### config.mk
export PLATFORM = sky130hd
export DESIGN_NAME = jk_excitation_sequencer_flat
export DESIGN_NICKNAME = d
export VERILOG_FILES = /design/src/rtl/jk_excitation_sequencer_if.sv /design/src/rtl/jk_excitation_sequencer.sv /design/src/flat_wrapper.sv
export SDC_FILE = /design/constraint.sdc
export NUM_CORES = 1
export LEC_CHECK = 0
export CAP_MARGIN = 20
export CORE_AREA = 5 5 112 114
export DETAILED_ROUTE_END_ITERATION = 7
export DIE_AREA = 0 0 117 119
export PLACE_DENSITY_LB_ADDON = 0.3
export SLEW_MARGIN = 20
export SYNTH_ARGS = -nofsm -noshare
export SYNTH_HDL_FRONTEND = slang
export SYNTH_SLANG_ARGS = --single-unit
### constraint.sdc
create_clock -name clk -period 3.35 [get_ports clk]
set_input_delay 0.8375 -clock clk [delete_from_list [all_inputs] [get_ports clk]]
set_output_delay 0.8375 -clock clk [all_outputs]
set_load 0.03 [all_outputs]
### src/rtl/jk_excitation_sequencer_if.sv
// Bus between the JK excitation sequencer and its environment: table load, run control,
// flop-bank drive and readback, and check status.
interface jk_excitation_sequencer_if #(
    parameter int WIDTH = 4,
    parameter int AW    = 3
);
    logic             wr_en;
    logic [AW-1:0]    wr_addr;
    logic [WIDTH-1:0] wr_data;
    logic [AW-1:0]    seq_last;
    logic             tmode;
    logic             start;
    logic             stop;
    logic [WIDTH-1:0] q_fb;
    logic [WIDTH-1:0] j_out;
    logic [WIDTH-1:0] k_out;
    logic             busy;
    logic [AW-1:0]    step_idx;
    logic             wrap;
    logic             mismatch;
    logic [AW-1:0]    mismatch_idx;

    modport master (
        output wr_en, wr_addr, wr_data, seq_last, tmode, start, stop, q_fb,
        input  j_out, k_out, busy, step_idx, wrap, mismatch, mismatch_idx
    );

    modport slave (
        input  wr_en, wr_addr, wr_data, seq_last, tmode, start, stop, q_fb,
        output j_out, k_out, busy, step_idx, wrap, mismatch, mismatch_idx
    );
endinterface

### src/rtl/jk_excitation_sequencer.sv
// Steps an external JK flop bank through a programmed target table, deriving J/K from the
// excitation table (or J=K=T), and flags the first step whose Q readback missed its target.
module jk_excitation_sequencer #(
    parameter int WIDTH = 4,
    parameter int DEPTH = 8,
    parameter int AW    = 3
) (
    input logic                      clk,
    input logic                      reset,
    jk_excitation_sequencer_if.slave bus
);
    typedef enum logic [0:0] {StIdle, StRun} state_e;

    state_e           state_q;
    logic [WIDTH-1:0] tbl_q [DEPTH];
    logic [AW-1:0]    step_q;
    logic [AW-1:0]    last_q;
    logic             tmode_q;
    logic             wrap_q;
    logic             chk_valid_q;
    logic [WIDTH-1:0] exp_q;
    logic [AW-1:0]    exp_idx_q;
    logic             mm_q;
    logic [AW-1:0]    mm_idx_q;

    logic [WIDTH-1:0] tgt;
    logic [WIDTH-1:0] j_d;
    logic [WIDTH-1:0] k_d;

    assign tgt = tbl_q[step_q];

    always_ff @(posedge clk) begin
        if (reset) begin
            state_q     <= StIdle;
            for (int i = 0; i < DEPTH; i++) tbl_q[i] <= '0;
            step_q      <= '0;
            last_q      <= '0;
            tmode_q     <= 1'b0;
            wrap_q      <= 1'b0;
            chk_valid_q <= 1'b0;
            exp_q       <= '0;
            exp_idx_q   <= '0;
            mm_q        <= 1'b0;
            mm_idx_q    <= '0;
        end else begin
            wrap_q <= 1'b0;
            // Readback of the step driven last cycle; only the first miss is recorded.
            if (chk_valid_q && (bus.q_fb != exp_q) && !mm_q) begin
                mm_q     <= 1'b1;
                mm_idx_q <= exp_idx_q;
            end
            case (state_q)
                StIdle: begin
                    chk_valid_q <= 1'b0;
                    if (bus.wr_en) tbl_q[bus.wr_addr] <= bus.wr_data;
                    if (bus.start) begin
                        state_q  <= StRun;
                        step_q   <= '0;
                        last_q   <= bus.seq_last;
                        tmode_q  <= bus.tmode;
                        mm_q     <= 1'b0;
                        mm_idx_q <= '0;
                    end
                end
                StRun: begin
                    // The step driven this cycle is checked even when stop aborts the run.
                    exp_q       <= tgt;
                    exp_idx_q   <= step_q;
                    chk_valid_q <= 1'b1;
                    if (bus.stop) begin
                        state_q <= StIdle;
                        step_q  <= '0;
                    end else if (step_q == last_q) begin
                        step_q <= '0;
                        wrap_q <= 1'b1;
                    end else begin
                        step_q <= step_q + AW'(1);
                    end
                end
                default: state_q <= StIdle;
            endcase
        end
    end

    always_comb begin
        j_d = '0;
        k_d = '0;
        if (state_q == StRun) begin
            if (tmode_q) begin
                j_d = bus.q_fb ^ tgt;
                k_d = bus.q_fb ^ tgt;
            end else begin
                j_d = ~bus.q_fb & tgt;
                k_d = bus.q_fb & ~tgt;
            end
        end
    end

    assign bus.j_out        = j_d;
    assign bus.k_out        = k_d;
    assign bus.busy         = (state_q == StRun);
    assign bus.step_idx     = step_q;
    assign bus.wrap         = wrap_q;
    assign bus.mismatch     = mm_q;
    assign bus.mismatch_idx = mm_idx_q;
endmodule

### src/flat_wrapper.sv
// flat-port wrapper written by rule: the top's interface ports become plain ports
module jk_excitation_sequencer_flat 
#(
    parameter int WIDTH = 4,
    parameter int DEPTH = 8,
    parameter int AW    = 3
)
  (clk, reset, bus_wr_en, bus_wr_addr, bus_wr_data, bus_seq_last, bus_tmode, bus_start, bus_stop, bus_q_fb, bus_j_out, bus_k_out, bus_busy, bus_step_idx, bus_wrap, bus_mismatch, bus_mismatch_idx);
  jk_excitation_sequencer_if #(.WIDTH(WIDTH), .AW(AW)) bus_i ();
  input logic clk;
  input logic reset;
  input wire logic [$bits(bus_i.wr_en)-1:0] bus_wr_en;
  input wire logic [$bits(bus_i.wr_addr)-1:0] bus_wr_addr;
  input wire logic [$bits(bus_i.wr_data)-1:0] bus_wr_data;
  input wire logic [$bits(bus_i.seq_last)-1:0] bus_seq_last;
  input wire logic [$bits(bus_i.tmode)-1:0] bus_tmode;
  input wire logic [$bits(bus_i.start)-1:0] bus_start;
  input wire logic [$bits(bus_i.stop)-1:0] bus_stop;
  input wire logic [$bits(bus_i.q_fb)-1:0] bus_q_fb;
  output wire logic [$bits(bus_i.j_out)-1:0] bus_j_out;
  output wire logic [$bits(bus_i.k_out)-1:0] bus_k_out;
  output wire logic [$bits(bus_i.busy)-1:0] bus_busy;
  output wire logic [$bits(bus_i.step_idx)-1:0] bus_step_idx;
  output wire logic [$bits(bus_i.wrap)-1:0] bus_wrap;
  output wire logic [$bits(bus_i.mismatch)-1:0] bus_mismatch;
  output wire logic [$bits(bus_i.mismatch_idx)-1:0] bus_mismatch_idx;
  assign bus_i.wr_en = bus_wr_en;
  assign bus_i.wr_addr = bus_wr_addr;
  assign bus_i.wr_data = bus_wr_data;
  assign bus_i.seq_last = bus_seq_last;
  assign bus_i.tmode = bus_tmode;
  assign bus_i.start = bus_start;
  assign bus_i.stop = bus_stop;
  assign bus_i.q_fb = bus_q_fb;
  assign bus_j_out = bus_i.j_out;
  assign bus_k_out = bus_i.k_out;
  assign bus_busy = bus_i.busy;
  assign bus_step_idx = bus_i.step_idx;
  assign bus_wrap = bus_i.wrap;
  assign bus_mismatch = bus_i.mismatch;
  assign bus_mismatch_idx = bus_i.mismatch_idx;
  jk_excitation_sequencer #(.WIDTH(WIDTH), .DEPTH(DEPTH), .AW(AW)) u_core (.clk(clk), .reset(reset), .bus(bus_i));
endmodule
* Word level (Yosys, flattened, before mapping) *
Memories as Yosys holds them, arrays and structs flattened. A register that Yosys moved wholly into a read port is not among the register bits.
Cells that the tools add are included.

storage, ports and cells
  bits in registers = 21
  RAM bits = 32
  bits of input ports = 20
  output and inout port bits = 17
  memories = 1

cells by class
  add/subtract/negate cells = 1
  equal/unequal tests = 3
  muxes and demuxes = 30
  bitwise logic cells = 6
  reduce and logical (&&, ||, !) cells = 6

memories
  name          depth  width  read ports  clocked after Yosys merged registers in  wr ports  RTL line                       RTL
  u_core.tbl_q  8      4      1           1                                        8         jk_excitation_sequencer.sv:15  logic [WIDTH-1:0] tbl_q [DEPTH];

operators by type and width
  operator                                     number
  2-to-1 mux 3 bit                             9
  2-to-1 mux 4 bit                             5
  2-to-1 mux 1 bit                             13
  AND 4 bit                                    2
  NOT 4 bit                                    2
  one-hot mux 3 bit (2 select lines)           1
  != test 4 bit                                1
  one-hot mux 1 bit (2 select lines)           2
  OR reduction 4 bit                           1
  XOR 4 bit                                    1
  adder 3 x 1 -> 3 bit, second input constant  1
  == test 3 bit                                1
  OR reduction 3 bit                           1
  logical AND 1 bit                            2
  != test 2 bit, second input constant         1
  AND reduction 2 bit                          1
  logical NOT 1 bit                            1
  NOT 1 bit                                    1

* Depth between registers and ports, before layout *
Gate-level depths: netlist (run 1).

  word-level depth = 6
  depth in mapped cells = 8

* Least setup slack after synthesis (run 1) *
Ideal clock, no wire load.

  path type = reg-to-output
  from = register (tool-made name)
  to = output bus_j_out[1]
  data arrival time = 2.268 ns
  data required time = 2.513 ns
  slack = 0.244 ns
  stages on the path, launching flop included = 9
  path through = dfxtp_1 > buf_6 > buf_6 > mux2_2 > o22ai_1 > or2_1 > ha_1 > nand2b_1 > a21boi_0

RTL lines
  item       RTL line            RTL
  to (decl)  flat_wrapper.sv:20  output wire logic [$bits(bus_i.j_out)-1:0] bus_j_out;

==> impl_metrics.csv, run 1 <==
group,metric,value,unit
detailed_routing,ant_nets,0,
synthesis,yosysSeqAreaShare,51.4,%
clock_tree,cts.sinks,56,
job,cap_violations,0,
floorplan,die_x,117,um
cells_and_area,antenna_cells,0,
floorplan,ioPinCount,37,
hold_path,hold_path.class,"flop to flop",
synthesis,synth_cells,249,
synthesis,synth_nets,278,
floorplan,core_area,0.0113,mm^2
run_status,status,"complete, no violations",
critical_path,worst_setup_path_end_kind,"output pin",
cells_and_area,fin_util,30.7,%
power,ir_drop,0.230,mV
timing,fmax,310,MHz
synthesis,synth_ff_type,"edfxtp_1",
place,port_buffers,36,
floorplan,placementRows,39,
hold_path,hold-path-cell-count,2,
place,dp_slack,0.311,ns
cells_and_area,nNetsFinal,317,
synthesis,avgSynthCellArea,11.3,um^2
clock_tree,cts_buffers,5,
synthesis,yosysWarnings,0,
timing,slew_violations,0,
global_route,antenna_found_initial,0,
critical_path,worstPathRequired,2.51,ns
critical_path,max_stage_delay,0.39,ns
synthesis,yosys-top-cells-area,"edfxtp_1 34%, dfxtp_1 17%, and2_1 7.1%",
power,p_leak,0.00130,uW
synthesis,synth-edff-count,32,
timing,finalSetupViolations,0,
clock_tree,cts-root-buf,"clkbuf_16",
timing,min_period,3.23,ns
synthesis,synth_top_area_cell,"edfxtp_1",
synthesis,syn_area,0.00281,mm^2
power,power_density,424,mW/mm^2
critical_path,crit_cells,8,
place,dp_hpwl,4.74,mm
clock_tree,clk_pin_slew,0.07,ns
global_route,grt_remaining_overflow,0,
critical_path,worstPathCellList,"buf_6, mux2_2, o22ai_1, or2_1, ha_1, nand2b_1, a21boi_0, buf_4",
synthesis,ys_types,40,
detailed_routing,dr_total_vias,1938,
timing,worstMarginPinSlew,0.603,ns
timing,fin_crit_sh,96.4,%
timing,hold_ws,0.471,ns
clock_tree,clkLatencyLatePin,0.29,ns
timing,timing.final.ws_setup,0.119,ns
clock_tree,cts_max_path_buffers,2,
timing,skew,0.00713,ns
global_route,grt_max_degree,20,
detailed_routing,wire_per_inst,14.7,um
detailed_routing,post-route-drc-count,0,
clock_tree,hold_buffers,0,
global_route,grt_pass1_wl,10.2,mm
floorplan,die_h,119,um
timing,rsz0062_at_grt,"false",
timing,slew_headroom,59.8,%
timing,setup-tns-final,0,ns
cells_and_area,fillers,1194,
critical_path,arrival,2.39,ns
detailed_routing,vias_per_cell,4.49,
detailed_routing,wl,6.36,mm
cells_and_area,syn_to_final_growth,23.7,%
critical_path,cp_top_family,"compound AO/OA/AOI/OAI gates",
critical_path,slowest_stage,"dfxtp_2",
floorplan,die-area,0.0139,mm^2
global_route,track_usage,9.49,%
critical_path,crit_buf_inv,2,
global_route,grt_pass1_vias,1979,
critical_path,worstRegToRegCells,4,
place,gp_congestion,0.749,
synthesis,postSynth.asyncResetShare,0,%
detailed_routing,first_pass_iters,4,
floorplan,initial_core_util,24.8,%
synthesis,synth_seq_cells,56,
timing,hold_viol,0,
clock_tree,cts_tree,"yes",
synthesis,yosysTopAreaCellShare,34.3,%
critical_path,criticalPathCategory,"flop to output pin",
detailed_routing,drt-initial-drc-count,72,
clock_tree,htreeDepth,2,
critical_path,cp_max_fo,12,
critical_path,startpoint_type,"flop",
cells_and_area,layout-drive-gt1-share,15.6,%
## stage by stage
stage	instances	power [uW]	instance area, um^2
2_1_floorplan	249	875	2810
3_3_place_gp	424	946	3310
3_5_place_dp	424	949	3310
4_1_cts	432	1500	3470
5_1_grt	432	1540	3470
6_report	432	1470	3470
## final cells by class
type / count / area [um^2] / area share (%)
flip-flops and latches: 56 / 1440 / 41.6
inverters: 9 / 33.8 / 0.973
repair buffers: 41 / 382 / 11.0
clock buffers: 5 / 125 / 3.60
well taps: 143 / 179 / 5.16
clock inverters: 3 / 27.5 / 0.793
multi-input cells: 175 / 1280 / 36.9
## worst min-delay path, cell delays in order, from the launching register on
cell and delay (ns):
dfxtp_1 0.32, nand2_1 0.05, o31ai_1 0.05
## metal layers
| layer | global-route usage [%] | vias to the layer above | part of all wire (%) |
|---|---|---|---|
| met4 | 3.01 | 0 | 1.2 |
| met5 | 0 | - | 0 |
| met1 | 12.8 | 935 | 48 |
| met3 | 1.93 | 4 | 4.2 |
| li1 | - | 961 | - |
| met2 | 15.2 | 38 | 47 |
## timing repair
item                       in CTS  in global routing
setup endpoints to repair       4                  8
pin swaps                       0                  0
setup buffers                   0                  0
resized for setup               2                  2
## synth_stat cells, types with 2 or more instances
library cell	number
ha_1	9
buf_6	2
o311ai_0	3
dfxtp_1	24
buf_2	2
o31ai_1	3
nand2b_1	14
edfxtp_1	32
nand3b_1	2
a21oi_1	3
nor3_1	4
o22ai_1	6
nand3_1	7
xnor2_1	4
a21boi_0	6
xor2_1	3
nand2_1	8
and2_1	32
inv_1	9
o21a_1	4
clkbuf_1	4
mux2_2	12
a41oi_1	2
nor2_1	14
mux2i_1	14
nor4_1	3
or2_1	3
or2_2	8
## power by group
group / internal, uW / total [uW] / switching [uW]
Clock: 284 / 542 / 258
Sequential: 752 / 769 / 17.8
Combinational: 74.3 / 161 / 86.3
Total: 1110 / 1470 / 362
## placed cells by master, fill, tap and decap left out, types with 2 or more instances in the layout
cell / n
clkdlybuf4s50_1: 28
xnor2_1: 4
edfxtp_1: 32
clkbuf_16: 5
dfxtp_1: 23
nor4_1: 3
mux2i_1: 14
o311ai_0: 3
nand3b_1: 2
o21a_1: 4
buf_4: 12
mux2_2: 12
nand2_1: 8
a21boi_0: 5
nor2_1: 14
o22ai_1: 5
a41oi_1: 2
or2_2: 8
inv_1: 9
nor3_1: 4
ha_1: 9
o31ai_1: 3
or2_1: 3
nand3_1: 7
a21oi_1: 3
and2_1: 32
nand2b_1: 14
xor2_1: 3
## state kept, by name (all words and copies together), names as in the netlist, named ones only
name,cells
u_core.bus.busy,1
u_core.bus.mismatch,1
u_core.bus.mismatch_idx,3
u_core.bus.step_idx,3
u_core.bus.wrap,1
u_core.chk_valid_q,1
u_core.exp_idx_q,3
u_core.exp_q,4
u_core.last_q,3
u_core.tbl_q,32
u_core.tmode_q,1
## logic make-up after synthesis
group,after synthesis,synth area share (%)
buffers and inverters,18,3.17
AND/OR/NAND/NOR,101,20.7
adder cells (fa/ha/maj),9,4.01
flip-flops,56,51.4
XOR/XNOR,7,2.19
AO/OA/AOI/OAI,31,7.89
multiplexers,27,10.6
## path summary, 6_finish.rpt
check,start,end,slack [ns]
worst min register to register,u_core.exp_q[0],u_core.exp_q[0],0.47
worst max-delay path,flop,bus_j_out[1],0.12
worst max register to register,u_core.bus.busy,u_core.last_q[1],1.46
worst min-delay path,u_core.exp_q[0],u_core.exp_q[0],0.47
No activity file was read; power rests on OpenSTA's default activity.
==> run 2: changes to the inputs <==
==> constraint.sdc (replaced) <==
create_clock -name clk -period 3.35 [get_ports clk]
set_input_delay 0.8375 -clock clk [delete_from_list [all_inputs] [get_ports clk]]
set_output_delay 0.8375 -clock clk [all_outputs]
set_load 0.01 [all_outputs]
==> run 2 against run 1 <==
- sequential power about the same
- design area increased by 3.4%
- core utilization increased by 1.1 points
- largest cell class unchanged
==> impl_metrics.csv, run 2 (synthesized netlist as in run 1, its figures left out) <==
group,metric,value,unit
floorplan,initial_core_util,24.8,%
cells_and_area,antenna_cells,0,
detailed_routing,dr_total_vias,1901,
detailed_routing,ant_nets,0,
power,swShare,21.6,%
critical_path,crit_end,"bus_j_out[2]",
critical_path,cp_max_fo,4,
timing,skew,0.00424,ns
job,cap_violations,0,
global_route,track_usage,9.43,%
floorplan,core_area,0.0113,mm^2
cells_and_area,largest_reg_flops,32,
detailed_routing,vias_per_cell,4.32,
floorplan,die_x,117,um
power,power_frac_comb,10.5,%
cells_and_area,top_regs,"u_core.tbl_q: 32 flops, u_core.exp_q: 4 flops",
detailed_routing,post-route-drc-count,0,
power,power_density,419,mW/mm^2
critical_path,criticalPathCategory,"flop to output pin",
clock_tree,clk_pin_slew,0.07,ns
clock_tree,cts_tree,"yes",
clock_tree,cts.sinks,56,
timing,rsz0062_at_grt,"false",
timing,worstMarginPinSlew,0.709,ns
detailed_routing,drt-initial-drc-count,74,
place,placed_cells,431,
cells_and_area,final_cell_mix,"32 x and2_1, 32 x edfxtp_1, 28 x clkdlybuf4s50_1",
critical_path,worst-r2r-setup-slack,1.35,ns
detailed_routing,first_pass_iters,4,
cells_and_area,top_register,"u_core.tbl_q",
timing,hold_viol,0,
floorplan,placementRows,39,
critical_path,startpoint_type,"flop",
floorplan,die_h,119,um
clock_tree,htreeDepth,2,
global_route,grt_remaining_overflow,0,
critical_path,r2r-end,"u_core.tbl_q[2][0]",
power,clock_power_share,38.4,%
floorplan,ioPinCount,37,
critical_path,arrival,2.33,ns
clock_tree,clkLatencyLatePin,0.29,ns
clock_tree,post_cts_buffers,0,
global_route,grt_max_degree,17,
power,p_leak,0.00138,uW
cells_and_area,nNetsFinal,325,
power,p_seq_share,51.1,%
timing,slew_headroom,52.3,%
timing,min_period,3.17,ns
place,dp_hpwl,4.70,mm
timing,fin_crit_sh,94.5,%
timing,fmax,316,MHz
global_route,grt_pass1_vias,1958,
power,ir_drop,0.188,mV
place,gp_congestion,0.692,
detailed_routing,wl,6.18,mm
timing,finalSetupViolations,0,
critical_path,worst_setup_path_end_kind,"output pin",
cells_and_area,layout-drive-gt1-share,16.8,%
critical_path,worstRegToRegCells,3,
power,p_int,1180,uW
global_route,antenna_found_initial,0,
cells_and_area,final_cells,440,
floorplan,die-area,0.0139,mm^2
clock_tree,cts_buffers,5,
cells_and_area,fillers,1161,
critical_path,worstPathRequired,2.51,ns
clock_tree,cts-root-buf,"clkbuf_16",
hold_path,hold_path.class,"flop to flop",
place,port_buffers,36,
timing,setup-tns-final,0,ns
timing,slew_violations,0,
clock_tree,cts_max_path_buffers,2,
cells_and_area,syn_to_final_growth,28.0,%
run_status,status,"complete, no violations",
global_route,grt_pass1_wl,10.2,mm
detailed_routing,wire_per_inst,14.0,um
critical_path,rr_startpoint,"u_core.bus.busy",
power,switching_power,324,uW
[run 2: cell count changes in the layout (fill, tap and decap cells not counted), sizes merged]
cell	previous run	this run
bufinv	0	1
clkinvlp	1	0
clkinv	1	2
inv	10	9
dlygate4sd2	0	8
[run 2: repair_timing]
item,4_1_cts,5_1_grt
hold buffers,0,0
endpoints found under the setup margin,8,0
resized for setup,21,0
[run 2: worst max-delay path, stage by stage (launching register included)]
cell           delay [ns]
dfxtp_2              0.34
buf_4                0.15
mux2i_1              0.14
mux4_2               0.53
ha_1                 0.31
a21boi_2             0.16
o21a_1               0.14
dlygate4sd2_1        0.26
[run 2: worst min path at each step]
| stage | startpoint | endpoint | slack, ns | cells past startpoint |
|---|---|---|---|---|
| floorplan | u_core.exp_q[2] | u_core.exp_q[2] | 0.44 | 2 |
| global route | u_core.exp_q[3] | u_core.exp_q[3] | 0.50 | 2 |
| global placement | u_core.exp_q[2] | u_core.exp_q[2] | 0.45 | 2 |
| detailed placement | u_core.exp_q[2] | u_core.exp_q[2] | 0.46 | 2 |
| CTS | u_core.exp_q[2] | u_core.exp_q[2] | 0.47 | 2 |
| finish | u_core.exp_q[2] | u_core.exp_q[2] | 0.47 | 2 |
[run 2: per-stage QoR]
step           hold slack (ns)  worst slack (ns)  util, %  instance area (um^2)  power (uW)
2_1_floorplan            0.442             0.661        -                  2810         866
3_3_place_gp             0.451            0.0644     29.9                  3380         940
3_5_place_dp             0.464           0.00930     29.9                  3380         944
4_1_cts                  0.473             0.148     31.7                  3590        1520
5_1_grt                  0.501            0.0243     31.7                  3590        1570
6_report                 0.473             0.184     31.7                  3590        1500
[run 2: power by group through the flow]
stage                     Combinational [uW]  Sequential [uW]  Clock, uW
after global routing                     176              773        624
after CTS                                162              770        593
after floorplan                         89.9              776          0
final                                    158              769        577
after global placement                   157              784          0
after detailed placement                 159              785          0
[run 2: area by class of cell]
class / instances / area, um^2 / area share (%)
inverters: 9 / 33.8 / 0.941
well taps: 143 / 179 / 4.98
repair buffers: 49 / 452 / 12.6
flip-flops and latches: 56 / 1440 / 40.2
multi-input cells: 175 / 1320 / 36.8
clock buffers: 5 / 125 / 3.49
clock inverters: 3 / 37.5 / 1.05
[run 2: metal layers]
layer / share of wire, % / GRT usage [%] / vias up
met5: 0 / 0 / -
met4: 1.3 / 3.44 / 0
met3: 4.9 / 2.03 / 4
met1: 46 / 12.3 / 888
li1: - / - / 974
met2: 48 / 15.2 / 35
